[src/rtl/cc_frame_joiner_pkg.sv]
// cc_frame_joiner_pkg
//   Shared types and constants for the car/environment frame joiner.
//   state_t  : RUN/CRASH game state, also exported on the debug state port.
//   MODE_*   : merge mode encoding on mode_in.
//   CNT_MAX  : saturation value of the collision counter.
package cc_frame_joiner_pkg;

  typedef enum logic {
    RUN   = 1'b0,
    CRASH = 1'b1
  } state_t;

  localparam logic MODE_XOR = 1'b0;
  localparam logic MODE_OR  = 1'b1;

  localparam logic [7:0] CNT_MAX = 8'd255;

endpackage

[src/rtl/cc_frame_joiner_if.sv]
// cc_frame_joiner_if
//   Bundles the frame input, the registered frame output and the game-control
//   signals of cc_frame_joiner.
//   master : the producer/consumer/controller side (testbench or game logic).
//   slave  : the joiner itself.
//   Signals: env_frame_in, car_bus_in, car_row_in, mode_in, valid_in, ready_out,
//            frame_out, valid_out, ready_in, crash_out, crash_clear_in,
//            crash_count_out, state (debug view of the RUN/CRASH FSM).
interface cc_frame_joiner_if
  import cc_frame_joiner_pkg::*;
#(
  parameter int COLS  = 8,
  parameter int ROWS  = 8,
  parameter int ROW_W = (ROWS > 1) ? $clog2(ROWS) : 1
);

  logic [ROWS*COLS-1:0] env_frame_in;
  logic [COLS-1:0]      car_bus_in;
  logic [ROW_W-1:0]     car_row_in;
  logic                 mode_in;
  logic                 valid_in;
  logic                 ready_out;
  logic [ROWS*COLS-1:0] frame_out;
  logic                 valid_out;
  logic                 ready_in;
  logic                 crash_out;
  logic                 crash_clear_in;
  logic [7:0]           crash_count_out;
  state_t               state;

  modport master (
    output env_frame_in, car_bus_in, car_row_in, mode_in, valid_in,
    output ready_in, crash_clear_in,
    input  ready_out, frame_out, valid_out, crash_out, crash_count_out, state
  );

  modport slave (
    input  env_frame_in, car_bus_in, car_row_in, mode_in, valid_in,
    input  ready_in, crash_clear_in,
    output ready_out, frame_out, valid_out, crash_out, crash_count_out, state
  );

endinterface

[src/rtl/cc_frame_joiner_row_merge.sv]
// cc_frame_joiner_row_merge
//   Combinational merge of the car sprite into one environment row.
//   env_row    : environment row bits
//   car_row    : car sprite bits
//   sel        : this row is the car's target row
//   show       : car is visible (low during a hidden blink phase)
//   mode       : MODE_XOR / MODE_OR
//   merged_row : row to register into the output frame
//   hit        : car overlaps environment on this row (independent of show)
module cc_frame_joiner_row_merge
  import cc_frame_joiner_pkg::*;
#(
  parameter int COLS = 8
) (
  input  logic [COLS-1:0] env_row,
  input  logic [COLS-1:0] car_row,
  input  logic            sel,
  input  logic            show,
  input  logic            mode,
  output logic [COLS-1:0] merged_row,
  output logic            hit
);

  always_comb begin
    merged_row = env_row;
    if (sel && show) begin
      merged_row = (mode == MODE_OR) ? (env_row | car_row) : (env_row ^ car_row);
    end
  end

  // A hidden car still collides: blinking is purely cosmetic.
  assign hit = sel && (|(env_row & car_row));

endmodule

[src/rtl/cc_frame_joiner.sv]
// cc_frame_joiner
//   Merges a car sprite row into a ROWSxCOLS environment frame, registers the
//   result behind a one-deep valid/ready output stage, counts collisions and
//   runs the RUN/CRASH game FSM.
//   Ports:
//     CC_FRAME_JOINER_CLOCK_50    : clock, rising edge
//     CC_FRAME_JOINER_RESET_InLow : synchronous active-low reset
//     bus (cc_frame_joiner_if.slave) : frame in/out handshake, crash control,
//                                      collision counter, debug state
//   Configuration macro: CC_FRAME_JOINER_BLINK_EN
//     defined   : in CRASH the car alternates shown/hidden every BLINK_FRAMES
//                 accepted frames, starting shown on CRASH entry.
//     undefined : car always shown, no blink logic built.
module cc_frame_joiner
  import cc_frame_joiner_pkg::*;
#(
  parameter int COLS         = 8,
  parameter int ROWS         = 8,
  parameter int BLINK_FRAMES = 4
) (
  input logic               CC_FRAME_JOINER_CLOCK_50,
  input logic               CC_FRAME_JOINER_RESET_InLow,
  cc_frame_joiner_if.slave  bus
);

  localparam int ROW_W = (ROWS > 1) ? $clog2(ROWS) : 1;

  logic                 clk;
  logic                 rst_n;
  logic                 accept;
  logic                 accept_hit;
  logic                 show_car;
  logic [ROWS-1:0]      hits;
  logic [ROWS*COLS-1:0] merged;
  logic [ROWS*COLS-1:0] frame_q;
  logic                 valid_q;
  logic [7:0]           count_q;
  state_t               state;
  state_t               state_next;

  assign clk   = CC_FRAME_JOINER_CLOCK_50;
  assign rst_n = CC_FRAME_JOINER_RESET_InLow;

  // Handshake: a transfer happens on a clock edge where valid and ready are
  // both high. The output stage is one deep, so the joiner is ready whenever
  // the stage is empty or is being drained in the same cycle.
  assign bus.ready_out = !valid_q || bus.ready_in;
  assign accept        = bus.valid_in && bus.ready_out;
  assign accept_hit    = accept && (|hits);

  // Rows are matched by equality only, so an out-of-range car_row_in selects
  // no row: the frame passes through and no hit is possible.
  for (genvar r = 0; r < ROWS; r++) begin : g_row
    cc_frame_joiner_row_merge #(.COLS(COLS)) u_merge (
      .env_row    (bus.env_frame_in[r*COLS +: COLS]),
      .car_row    (bus.car_bus_in),
      .sel        (bus.car_row_in == ROW_W'(r)),
      .show       (show_car),
      .mode       (bus.mode_in),
      .merged_row (merged[r*COLS +: COLS]),
      .hit        (hits[r])
    );
  end

  always_ff @(posedge clk) begin
    if (!rst_n) begin
      frame_q <= '0;
      valid_q <= 1'b0;
    end else if (accept) begin
      frame_q <= merged;
      valid_q <= 1'b1;
    end else if (bus.ready_in) begin
      valid_q <= 1'b0;
    end
  end

  always_ff @(posedge clk) begin
    if (!rst_n) begin
      count_q <= '0;
    end else if (accept_hit && (count_q != CNT_MAX)) begin
      count_q <= count_q + 8'd1;
    end
  end

  always_ff @(posedge clk) begin
    if (!rst_n) begin
      state <= RUN;
    end else begin
      state <= state_next;
    end
  end

  // A hit accepted in the same cycle as a clear keeps the game in CRASH.
  always_comb begin
    state_next = state;
    case (state)
      RUN:     if (accept_hit) state_next = CRASH;
      CRASH:   if (!accept_hit && bus.crash_clear_in) state_next = RUN;
      default: state_next = RUN;
    endcase
  end

`ifdef CC_FRAME_JOINER_BLINK_EN
  localparam int BLINK_W = (BLINK_FRAMES > 1) ? $clog2(BLINK_FRAMES) : 1;

  logic [BLINK_W-1:0] blink_cnt;
  logic               blink_hide;

  // Counts accepted frames while in CRASH; the frame that causes the entry is
  // itself merged under RUN rules and does not count.
  always_ff @(posedge clk) begin
    if (!rst_n) begin
      blink_cnt  <= '0;
      blink_hide <= 1'b0;
    end else if ((state == RUN) && (state_next == CRASH)) begin
      blink_cnt  <= '0;
      blink_hide <= 1'b0;
    end else if ((state == CRASH) && accept) begin
      if (blink_cnt == BLINK_W'(BLINK_FRAMES - 1)) begin
        blink_cnt  <= '0;
        blink_hide <= !blink_hide;
      end else begin
        blink_cnt <= blink_cnt + 1'b1;
      end
    end
  end

  assign show_car = !((state == CRASH) && blink_hide);
`else
  // BLINK_FRAMES only matters when blinking is built in.
  logic unused_blink_frames;
  assign unused_blink_frames = ^BLINK_FRAMES;
  assign show_car = 1'b1;
`endif

  assign bus.frame_out       = frame_q;
  assign bus.valid_out       = valid_q;
  assign bus.crash_count_out = count_q;
  // State and frame register update on the same edge, so CRASH shows up
  // together with the colliding frame.
  assign bus.crash_out       = (state == CRASH);
  assign bus.state           = state;

endmodule

[src/flat_wrapper.sv]
// flat-port wrapper written by rule: the top's interface ports become plain ports
module cc_frame_joiner_flat import cc_frame_joiner_pkg::*;
#(
  parameter int COLS         = 8,
  parameter int ROWS         = 8,
  parameter int BLINK_FRAMES = 4
)
  (CC_FRAME_JOINER_CLOCK_50, CC_FRAME_JOINER_RESET_InLow, bus_env_frame_in, bus_car_bus_in, bus_car_row_in, bus_mode_in, bus_valid_in, bus_ready_in, bus_crash_clear_in, bus_ready_out, bus_frame_out, bus_valid_out, bus_crash_out, bus_crash_count_out, bus_state);
  cc_frame_joiner_if #(.COLS(COLS), .ROWS(ROWS)) bus_i ();
  input logic CC_FRAME_JOINER_CLOCK_50;
  input logic CC_FRAME_JOINER_RESET_InLow;
  input wire logic [$bits(bus_i.env_frame_in)-1:0] bus_env_frame_in;
  input wire logic [$bits(bus_i.car_bus_in)-1:0] bus_car_bus_in;
  input wire logic [$bits(bus_i.car_row_in)-1:0] bus_car_row_in;
  input wire logic [$bits(bus_i.mode_in)-1:0] bus_mode_in;
  input wire logic [$bits(bus_i.valid_in)-1:0] bus_valid_in;
  input wire logic [$bits(bus_i.ready_in)-1:0] bus_ready_in;
  input wire logic [$bits(bus_i.crash_clear_in)-1:0] bus_crash_clear_in;
  output wire logic [$bits(bus_i.ready_out)-1:0] bus_ready_out;
  output wire logic [$bits(bus_i.frame_out)-1:0] bus_frame_out;
  output wire logic [$bits(bus_i.valid_out)-1:0] bus_valid_out;
  output wire logic [$bits(bus_i.crash_out)-1:0] bus_crash_out;
  output wire logic [$bits(bus_i.crash_count_out)-1:0] bus_crash_count_out;
  output wire logic [$bits(bus_i.state)-1:0] bus_state;
  assign bus_i.env_frame_in = bus_env_frame_in;
  assign bus_i.car_bus_in = bus_car_bus_in;
  assign bus_i.car_row_in = bus_car_row_in;
  assign bus_i.mode_in = bus_mode_in;
  assign bus_i.valid_in = bus_valid_in;
  assign bus_i.ready_in = bus_ready_in;
  assign bus_i.crash_clear_in = bus_crash_clear_in;
  assign bus_ready_out = bus_i.ready_out;
  assign bus_frame_out = bus_i.frame_out;
  assign bus_valid_out = bus_i.valid_out;
  assign bus_crash_out = bus_i.crash_out;
  assign bus_crash_count_out = bus_i.crash_count_out;
  assign bus_state = bus_i.state;
  cc_frame_joiner #(.COLS(COLS), .ROWS(ROWS), .BLINK_FRAMES(BLINK_FRAMES)) u_core (.CC_FRAME_JOINER_CLOCK_50(CC_FRAME_JOINER_CLOCK_50), .CC_FRAME_JOINER_RESET_InLow(CC_FRAME_JOINER_RESET_InLow), .bus(bus_i));
endmodule
[config.mk]
export PLATFORM = sky130hd
export DESIGN_NAME = cc_frame_joiner_flat
export DESIGN_NICKNAME = d
export VERILOG_FILES = /design/src/rtl/cc_frame_joiner_pkg.sv /design/src/rtl/cc_frame_joiner_if.sv /design/src/rtl/cc_frame_joiner_row_merge.sv /design/src/rtl/cc_frame_joiner.sv /design/src/flat_wrapper.sv
export SDC_FILE = /design/constraint.sdc
export NUM_CORES = 1
export LEC_CHECK = 0
export BUFFER_PORTS_ARGS = -buffer_cell sky130_fd_sc_hd__buf_2
export CORE_MARGIN = 3
export CORE_UTILIZATION = 30
export CTS_BUF_LIST = sky130_fd_sc_hd__clkbuf_16
export DETAILED_ROUTE_END_ITERATION = 6
export PLACE_DENSITY_LB_ADDON = 0.15
export SYNTH_ARGS = -nofsm -noshare
export SYNTH_HDL_FRONTEND = slang
export SYNTH_HIERARCHICAL = 1
export SYNTH_SLANG_ARGS = --single-unit
[constraint.sdc]
create_clock -name CC_FRAME_JOINER_CLOCK_50 -period 2.3 [get_ports CC_FRAME_JOINER_CLOCK_50]
set_clock_uncertainty 0.1 [all_clocks]
set_input_delay 0.23 -clock CC_FRAME_JOINER_CLOCK_50 [delete_from_list [all_inputs] [get_ports CC_FRAME_JOINER_CLOCK_50]]
set_output_delay 0.23 -clock CC_FRAME_JOINER_CLOCK_50 [all_outputs]
set_load 0.1 [all_outputs]
==> metrics.md, run 1 <==
| Metric | Value |
|---|---|
| Min-delay src | bus_crash_clear_in |
| IO Port Bufs | between 150 and 200 |
| DRT iter0 DRCs | 396 |
| Final setup fails | 0 |
| Detailed-route via count | 6,547 |
| Yosys cell types | 42 |
| Ys Warns | 6 |
| Pwr Density | 523 nW/µm² |
| Global routing's busiest layer | met2 |
| Worst setup SP type | primary input |
| Hold crit path type | primary input to flop |
| CP max FO | 12 |
| Final Hold Fails | 0 |
| Area share of the largest cell type after synthesis | roughly 23% |
| Initial core utilization | between 30% and 40% |
| # rows | 55 |
| R2R Setup Slk | 610 ps |
| Die area | 25,000 µm² |
| Met3 GRT Util | 2.90% |
| DP Wirelength | 16,600 µm |
| CTS max path bufs | 2 |
| Grt met2 use | between 20% and 30% |
| Tot Pwr | 4.64 mW |
| Placer Congestion | 0.823 |
| WL final | 21,400 µm |
| FF/Latch Area | 1480 µm² |
| Post-DR wirelength/cell | about 15 µm |
| Final instance area | around 9000 µm² |
| EDFF count, synth | 0 |
| Reg2reg path depth | 5 |
| # clock sinks | 74 |
| CORE AREA | between 20,000 and 25,000 µm² |
| DRC | 0 |
| Number of buffers created by CTS | 9 |
| Vias in the first global route | 6,455 |
| DRT Pass-1 Iters | 4 |
| FF+latch count, synth | between 70 and 80 |
| Fraction of registers with async set/reset | 0% |
| Critical path's slowest cell | or4_4 |
| Synth top area cells | ha_1 (23%), dfxtp_1 (21%), a21oi_1 (8.8%), nand2b_1 (8.6%), nand2_1 (7.9%) |
| Max-slew violations | 0 |
| Critical path cell sequence | buf_2, ha_1, nor4_2, a21boi_0, or4_4, o211ai_4, buf_12, o21ai_0, nor3b_2 |
| Total placed instance area | 8520 µm² |
| Setup Buffers After CTS | 0 |
| All-Layer GR Usage | 17.3% |
| Largest area contributor in the netlist | ha_1 |
| Crit Reg-Reg Endpoint | u_core/bus.crash_count_out[3] |
| DIE WIDTH | 158 µm |
| Layout cell share with drive strength beyond 1 | 25.1% |
| Post-route ant nets | 0 |
| Peak Freq | 450 MHz |
| Crit Path Class | primary input to flop |
| I/O pins | between 150 and 200 |
| Reg2reg start | u_core/bus.crash_count_out[0] |
| H-tree Lvls | 3 |
| Tmin final | about 2200 ps |
| First-pass GRT wire length | 34,200 µm |
| Slew margin rel. | 66.4% |
| Post-Syn Instances | 924 |
| Area of the multi-input gates | 4640 µm² |
| Pleak | 4.67 nW |
| Run status | completed |
| Commonest non-fill, non-tap cell in the layout | buf_2 |
| Final Net Count | 1,332 |
| DR vias/cell | 4.63 |
| WP data required | 2430 ps |
| Post-synth top flop | dfxtp_1 |
| CTS root buf | clkbuf_16 |
| # Max-Cap Violations | 0 |
| RSZ-0062 raised after global routing | no |
| CP endpoint kind | flop |
| Mapped Area | 6950 µm² |
| Die Ht | 158 µm |
| CTS tree | done |
| Clock slew at the register clock pins of the worst setup and hold paths | 70 ps |
| Seq/Total Area, Yosys | 21.3% |
| Largest net degree at the start of global routing | 66 |
| Worst hold path stage count | 3 |
| Largest incremental delay on the critical path | 580 ps |
| Slew of the pin with the lowest slew margin | 500 ps |
| Worst hold endpoint | u_core/bus.crash_out |
| Met1 usage in global routing | a little under a quarter |
| Number of fill cells | around 2.5k |
| Area growth, synth to finish | 27.5% |
| Grt total ovfl | 0 |
| Arrival @ worst endpoint | 2350 ps |
| Later-pin clock latency in the skew report | 350 ps |
| Antenna violations before repair | 2 |
| Syn avg cell area | approximately 7.5 µm² |
| Setup_tns | 0 ps |
| Period utilisation layout | 96.5% |
| Worst IR Drop VDD | 0.000333 V |
| Final core utilization | around two fifths |
| Most frequent cells in the layout | buf_2 (156), nand2_1 (145), inv_1 (133) |
## stage by stage
| step | std cells | hold slack (ps) | setup slack, ps |
|---|---|---|---|
| global placement | 1396 | 342 | -334 |
| floorplan | 931 | 252 | 2.66 |
| CTS | 1412 | 27.8 | 34.7 |
| finish | 1414 | 42.3 | 79.5 |
| global route | 1414 | 66.4 | 4.15 |
| detailed placement | 1396 | 343 | -343 |
## cell usage after synthesis, drive strengths merged (3+ instances only)
cell type	n
mux2i	4
nor4	19
a21oi	122
or4	4
or2	10
dfxtp	74
a31oi	54
inv	132
nand3	3
buf	40
a21boi	18
nand2	146
nor3b	4
and2	9
a31o	10
nand2b	95
ha	129
or2b	18
clkbuf	15
## logic make-up after synthesis
logic type | Yosys count | share of synthesized area (%)
adder cells (fa/ha/maj) | 129 | 23.2
AO/OA/AOI/OAI | 211 | 17.6
AND/OR/NAND/NOR | 317 | 24.5
other | 1 | 0.0540
multiplexers | 4 | 0.576
buffers and inverters | 188 | 12.7
flip-flops | 74 | 21.3
## how the worst max path moves through the flow
stage                                       start                            end  slack [ps]  cells after the start
finish                          bus_car_bus_in[0]  u_core/bus.crash_count_out[7]          80                      9
global route                    bus_car_bus_in[5]  u_core/bus.crash_count_out[6]           4                     10
CTS                             bus_car_bus_in[0]  u_core/bus.crash_count_out[7]          30                      9
detailed placement              bus_car_bus_in[0]  u_core/bus.crash_count_out[7]        -340                      9
global placement                bus_car_bus_in[0]  u_core/bus.crash_count_out[7]        -330                      9
floorplan           u_core/bus.crash_count_out[3]  u_core/bus.crash_count_out[7]           3                      4
## layout make-up
cell class | instances | share of cell area [%]
antenna | 2 | 0.0565
clock buffer | 9 | 2.54
multi-input combinational | 669 | 52.3
timing repair buffer | 235 | 17.6
tap | 285 | 4.02
sequential | 74 | 16.7
inverter | 133 | 5.63
clock inverter | 7 | 1.06
## power by group
part           switching (mW)  internal [mW]  leakage, nW
registers              0.0402           1.36        0.609
logic                    1.15          0.495         3.91
clock network           0.639          0.952        0.157
## registers in the layout, summed over array words and instances (netlist names)
name,count
u_core/bus.valid_out,1
u_core/bus.crash_out,1
u_core/bus.crash_count_out,8
u_core/bus.frame_out,64
## worst max-delay path, delay by kind of cell
family	cells	cell delay [ps]
AO/OA/AOI/OAI	3	450
buffers and inverters	2	330
AND/OR/NAND/NOR	3	1130
adder cells (fa/ha/maj)	1	210
## metal layers
metal	vias up	wire length (µm)
met5	-	0
met4	0	278
met3	15	886
met2	121	10100
met1	2998	10200
li1	3413	-
## repair_timing
action                     CTS  global route
hold buffers                 0             0
setup endpoints to repair    0             7
gates resized for setup      0             3
Note: power is estimated with default switching activity, not from simulation.
==> run 2: changes to the inputs <==
- REMOVE_ABC_BUFFERS: unset -> 1
==> run 2 against run 1 <==
Compared with the run above: global-route usage fell by 0.075 points; register-to-register slack got worse by 30 ps; fmax rose by 0.81%; total power fell by 1.8%; final area fell by 1.9%; critical path type unchanged; first-iteration DRC count fell by 30%; clock power fell by 3%; non-clock buffer count fell by 8; largest cell class unchanged; clock-buffer cell count did not move; via count fell by 1.2%; utilization fell by 0.74 points; sequential cell count did not move.
==> metrics.md, run 2 (same netlist as run 1, synthesis figures left out) <==
| Metric | Value |
|---|---|
| Run status | completed |
| Cell family with most CP delay | simple AND/OR/NAND/NOR gates |
| Die Ht | around 160 µm |
| Critical path's slowest cell | or4_4 |
| DP Wirelength | approximately 16,000 µm |
| # hold bufs at CTS | 0 |
| Arrival @ worst endpoint | 2320 ps |
| Period utilisation layout | between 90% and 100% |
| Worst IR Drop VDD | 0.000308 V |
| Final Hold Fails | 0 |
| Later-pin clock latency in the skew report | 350 ps |
| Non-Filler Instances | 1,404 |
| Number of buffers created by CTS | 9 |
| Sum of buffers and inverters on the critical path | 3 |
| Most frequent cells in the layout | buf_2 (154), nand2_1 (145), inv_1 (132) |
| DR vias/cell | 4.61 |
| CP max FO | 12 |
| Commonest non-fill, non-tap cell in the layout | buf_2 |
| Die area | 25,000 µm² |
| Tmin final | 2200 ps |
| Post-route ant nets | 0 |
| CTS tree | done |
| DRC | 0 |
| Pwr Density | 524 nW/µm² |
| Fin Hold WS | 41.0 ps |
| Pleak | 4.59 nW |
| Detailed-route via count | 6,471 |
| DRT iter0 DRCs | approximately 280 |
| H-tree Lvls | 3 |
| Placer Congestion | 0.811 |
| DRT Pass-1 Iters | 4 |
| CTS root buf | clkbuf_16 |
| # rows | 55 |
| Antenna violations before repair | 2 |
| First-pass GRT wire length | 33,900 µm |
| Layout cell share with drive strength beyond 1 | 24.4% |
| Largest register FFs | 64 |
| Initial core utilization | between 30% and 40% |
| Max-slew violations | 0 |
| Tot Pwr | 4.55 mW |
| Largest incremental delay on the critical path | between 500 and 600 ps |
| Clock slew at the register clock pins of the worst setup and hold paths | 60 ps |
| # diodes | 0 |
| CTS max path bufs | 2 |
| Peak Freq | 454 MHz |
| Slew margin rel. | between 60% and 70% |
| Area growth, synth to finish | 25.1% |
| Largest net degree at the start of global routing | 70 |
| WL final | 21,700 µm |
| Final setup fails | 0 |
| Post-DR wirelength/cell | ~15 µm |
| DIE WIDTH | approximately 160 µm |
| WP data required | 2420 ps |
| Critical path cell sequence | buf_2, buf_4, ha_1, nor4_2, a21boi_1, or4_4, o211ai_2, buf_12, o21ai_0, nor3b_2 |
| Grt total ovfl | 0 |
| IO Port Bufs | around 160 |
| Vias in the first global route | 6,068 |
| Placed cells | 1,388 |
| Worst setup SP type | primary input |
| All-Layer GR Usage | 17.2% |
| Number of fill cells | 2,463 |
| CORE AREA | 22,700 µm² |
| Hold crit path type | primary input to flop |
| # Max-Cap Violations | 0 |
| I/O pins | 157 |
| Final core utilization | 38.3% |
| Slew of the pin with the lowest slew margin | 523 ps |
| Crit Path Class | primary input to flop |
| # clock sinks | 74 |
| Final Net Count | 1,324 |
| CP endpoint kind | flop |
-- run 2: through the flow --
step	worst slack [ps]	instance area (µm²)	TNS, ps
finish	97.4	8700	0
floorplan	-1300	6590	-87690
detailed placement	-298	8360	-2000
global placement	-267	8360	-1940
global route	-35.3	8700	-64.2
CTS	75.4	8670	0
-- run 2: final cells by class --
class / count / area (µm²) / area share, %
well taps: 285 / 357 / 4.10
clock buffers: 9 / 225 / 2.59
repair buffers: 227 / 1410 / 16.2
flip-flops and latches: 74 / 1480 / 17.0
clock inverters: 7 / 83.8 / 0.964
multi-input cells: 669 / 4640 / 53.4
inverters: 133 / 499 / 5.74
-- run 2: routing by layer --
| metal | global-route usage, % | part of all wire [%] | routed length [µm] |
|---|---|---|---|
| met1 | 24.1 | 50 | 10800 |
| met2 | 27.6 | 45 | 9760 |
| met3 | 2.98 | 4.1 | 889 |
| met4 | 3.97 | 1.0 | 223 |
| met5 | 0 | 0.10 | 22 |
-- run 2: worst min-delay path: stages --
cell	delay, ps
buf_2	70
nand2b_1	90
a21oi_1	50
-- run 2: repair_timing --
item                       CTS  global route
setup buffers                0             0
resized for setup            0            11
setup endpoints to repair    0             6
hold endpoints to repair     0             0
-- run 2: path summary, 6_finish.rpt --
path                                      start                       endpoint  slack, ps  cells after the start
setup / recovery              bus_car_bus_in[3]  u_core/bus.crash_count_out[7]        100                     10
hold / removal               bus_crash_clear_in           u_core/bus.crash_out         40                      3
setup reg to reg  u_core/bus.crash_count_out[2]  u_core/bus.crash_count_out[7]        580                      4
hold reg to reg        u_core/bus.frame_out[44]       u_core/bus.frame_out[44]        350                      2
-- run 2: where the power goes --
part / internal, mW / total, mW / switching, mW / leakage, nW
clock: 0.938 / 1.54 / 0.599 / 0.148
sequential: 1.36 / 1.40 / 0.0395 / 0.608
combinational: 0.470 / 1.62 / 1.15 / 3.84
total: 2.77 / 4.55 / 1.79 / 4.59
==> run 3: changes to the inputs <==
- CORE_ASPECT_RATIO: unset -> 1.25
- GPL_ROUTABILITY_DRIVEN: unset -> 0
==> run 3 against run 2 <==
Compared with the run above: sequential power barely moved; clock-buffer cell count unchanged; sequential cell count did not move; combinational power is essentially flat; total power rose by 2.2%; critical endpoint unchanged.
==> metrics.md, run 3 (same netlist as run 1, synthesis figures left out) <==
| Metric | Value |
|---|---|
| Run status | completed |
| R2R Setup Slk | a little under 600 ps |
| Post-route ant nets | 0 |
| Worst setup SP type | primary input |
| WP data required | 2420 ps |
| Detailed-route via count | 6,530 |
| Arrival @ worst endpoint | 2330 ps |
| Max-slew violations | 0 |
| Setup_tns | 0 ps |
| # rows | 61 |
| Largest net degree at the start of global routing | 79 |
| CORE AREA | 22,500 µm² |
| Slew of the pin with the lowest slew margin | 508 ps |
| Peak Freq | about 450 MHz |
| Commonest non-fill, non-tap cell in the layout | buf_2 |
| CTS root buf | clkbuf_16 |
| H-tree Lvls | 3 |
| # Max-Cap Violations | 0 |
| CP max FO | 12 |
| Register share of total power | 30.1% |
| Largest incremental delay on the critical path | 560 ps |
| Critical path's slowest cell | or4_4 |
| Reg2reg start | u_core/bus.crash_count_out[0] |
| Later-pin clock latency in the skew report | 340 ps |
| Pwr Density | 532 nW/µm² |
| Final Hold Fails | 0 |
| Crit path to | u_core/bus.crash_count_out[7] |
| DRT Pass-1 Iters | 4 |
| CP Launch Point | bus_car_bus_in[1] |
| Final Net Count | about 1.3k |
| Crit Reg-Reg Endpoint | u_core/bus.crash_count_out[4] |
| Largest register FFs | 64 |
| DRC | 0 |
| First-pass GRT wire length | 33,700 µm |
| All-Layer GR Usage | 16.9% |
| Final core utilization | 38.9% |
| Period utilisation layout | 96.0% |
| Tmin final | 2210 ps |
| CTS max path bufs | 2 |
| IO Port Bufs | between 150 and 200 |
| Slew margin rel. | 66.0% |
| Die Ht | between 150 and 200 µm |
| DR vias/cell | 4.63 |
| Die area | about 25,000 µm² |
| Grt total ovfl | 0 |
| Layout cell share with drive strength beyond 1 | between 20% and 30% |
| CP endpoint kind | flop |
| # clock sinks | 74 |
| Post-DR wirelength/cell | 15.2 µm |
| Critical path cell sequence | buf_2, buf_4, ha_1, nor4_2, a21boi_1, or4_4, o211ai_4, buf_12, o21ai_0, nor3b_2 |
| Clk pwr share | 35.1% |
| Final instance area | 8750 µm² |
| Vias in the first global route | 6,203 |
| Total placed instance area | 8370 µm² |
| Number of buffers created by CTS | 9 |
| DIE WIDTH | 142 µm |
| Hold crit path type | primary input to flop |
| Switching portion of total power | 38.0% |
| P_int | 2.89 mW |
| Comb power frac | 34.8% |
| Tot Pwr | 4.65 mW |
| Most frequent cells in the layout | buf_2 (156), nand2_1 (145), inv_1 (132) |
| Clock slew at the register clock pins of the worst setup and hold paths | 60 ps |
| Reg2reg path depth | 5 |
| Worst IR Drop VDD | 0.000332 V |
| DRT iter0 DRCs | 302 |
| Crit Path Class | primary input to flop |
| Pleak | 4.63 nW |
| DP Wirelength | 16,800 µm |
| I/O pins | 157 |
| Setup Buffers After CTS | 0 |
| Initial core utilization | 30.9% |
| Sw Pwr | 1.77 mW |
| Final setup fails | 0 |
| Area growth, synth to finish | 25.9% |
| WL final | 21,400 µm |
| Antenna violations before repair | 2 |
| CTS tree | done |
| Fin Hold WS | 59.2 ps |
## run 3: cell types whose count changed in the layout (fill, tap and decap cells not counted), sizes merged
cell,previous run,this run
bufinv,2,3
clkinvlp,1,0
diode,0,2
buf,227,233
## run 3: cell type report
class                   count  area [µm²]
clock inverters             7         108
multi-input cells         669        4650
inverters                 133         499
diodes                      2        5.00
fillers                  2389       13800
flip-flops and latches     74        1480
well taps                 283         354
repair buffers            233        1430
clock buffers               9         225
## run 3: metal layers
layer | vias up | track usage (%) | part of all wire [%]
met5 | - | 0 | 0.061
met2 | 125 | 28.4 | 48
met4 | 2 | 4.20 | 1.3
li1 | 3405 | - | -
met3 | 18 | 3.39 | 4.3
met1 | 2980 | 22.2 | 47
## run 3: critical path: cells and delay by family
family          cells  cell delay [ps]
fa+ha+maj           1              190
buf+inv             3              510
compound gates      3              410
simple gates        3              960
## run 3: worst min path at each step
stage / startpoint / to / cells after the start
after floorplan: bus_valid_in / u_core/bus.valid_out / 2
after global placement: u_core/bus.frame_out[2] / u_core/bus.frame_out[2] / 2
after detailed placement: u_core/bus.frame_out[45] / u_core/bus.frame_out[45] / 2
after CTS: bus_crash_clear_in / u_core/bus.crash_out / 3
after global routing: bus_crash_clear_in / u_core/bus.crash_out / 3
final: bus_crash_clear_in / u_core/bus.crash_out / 3
## run 3: stage by stage
step                setup WS [ps]  std cells
global placement             -284       1392
global route                -35.9       1409
finish                       91.4       1410
floorplan                   -1300        876
detailed placement           -309       1392
CTS                          58.1       1408
## run 3: repair_timing
action                     4_1_cts  5_1_grt
hold buffers                     0        0
setup endpoints to repair        0        8
gates resized for setup          0        9
## run 3: power groups by stage
stage	registers, mW	logic, mW	clock network (mW)
floorplan	1.99	0.515	0
global placement	1.43	1.60	0
detailed placement	1.43	1.62	0
CTS	1.40	1.62	1.69
global route	1.41	1.77	1.73
finish	1.40	1.62	1.63
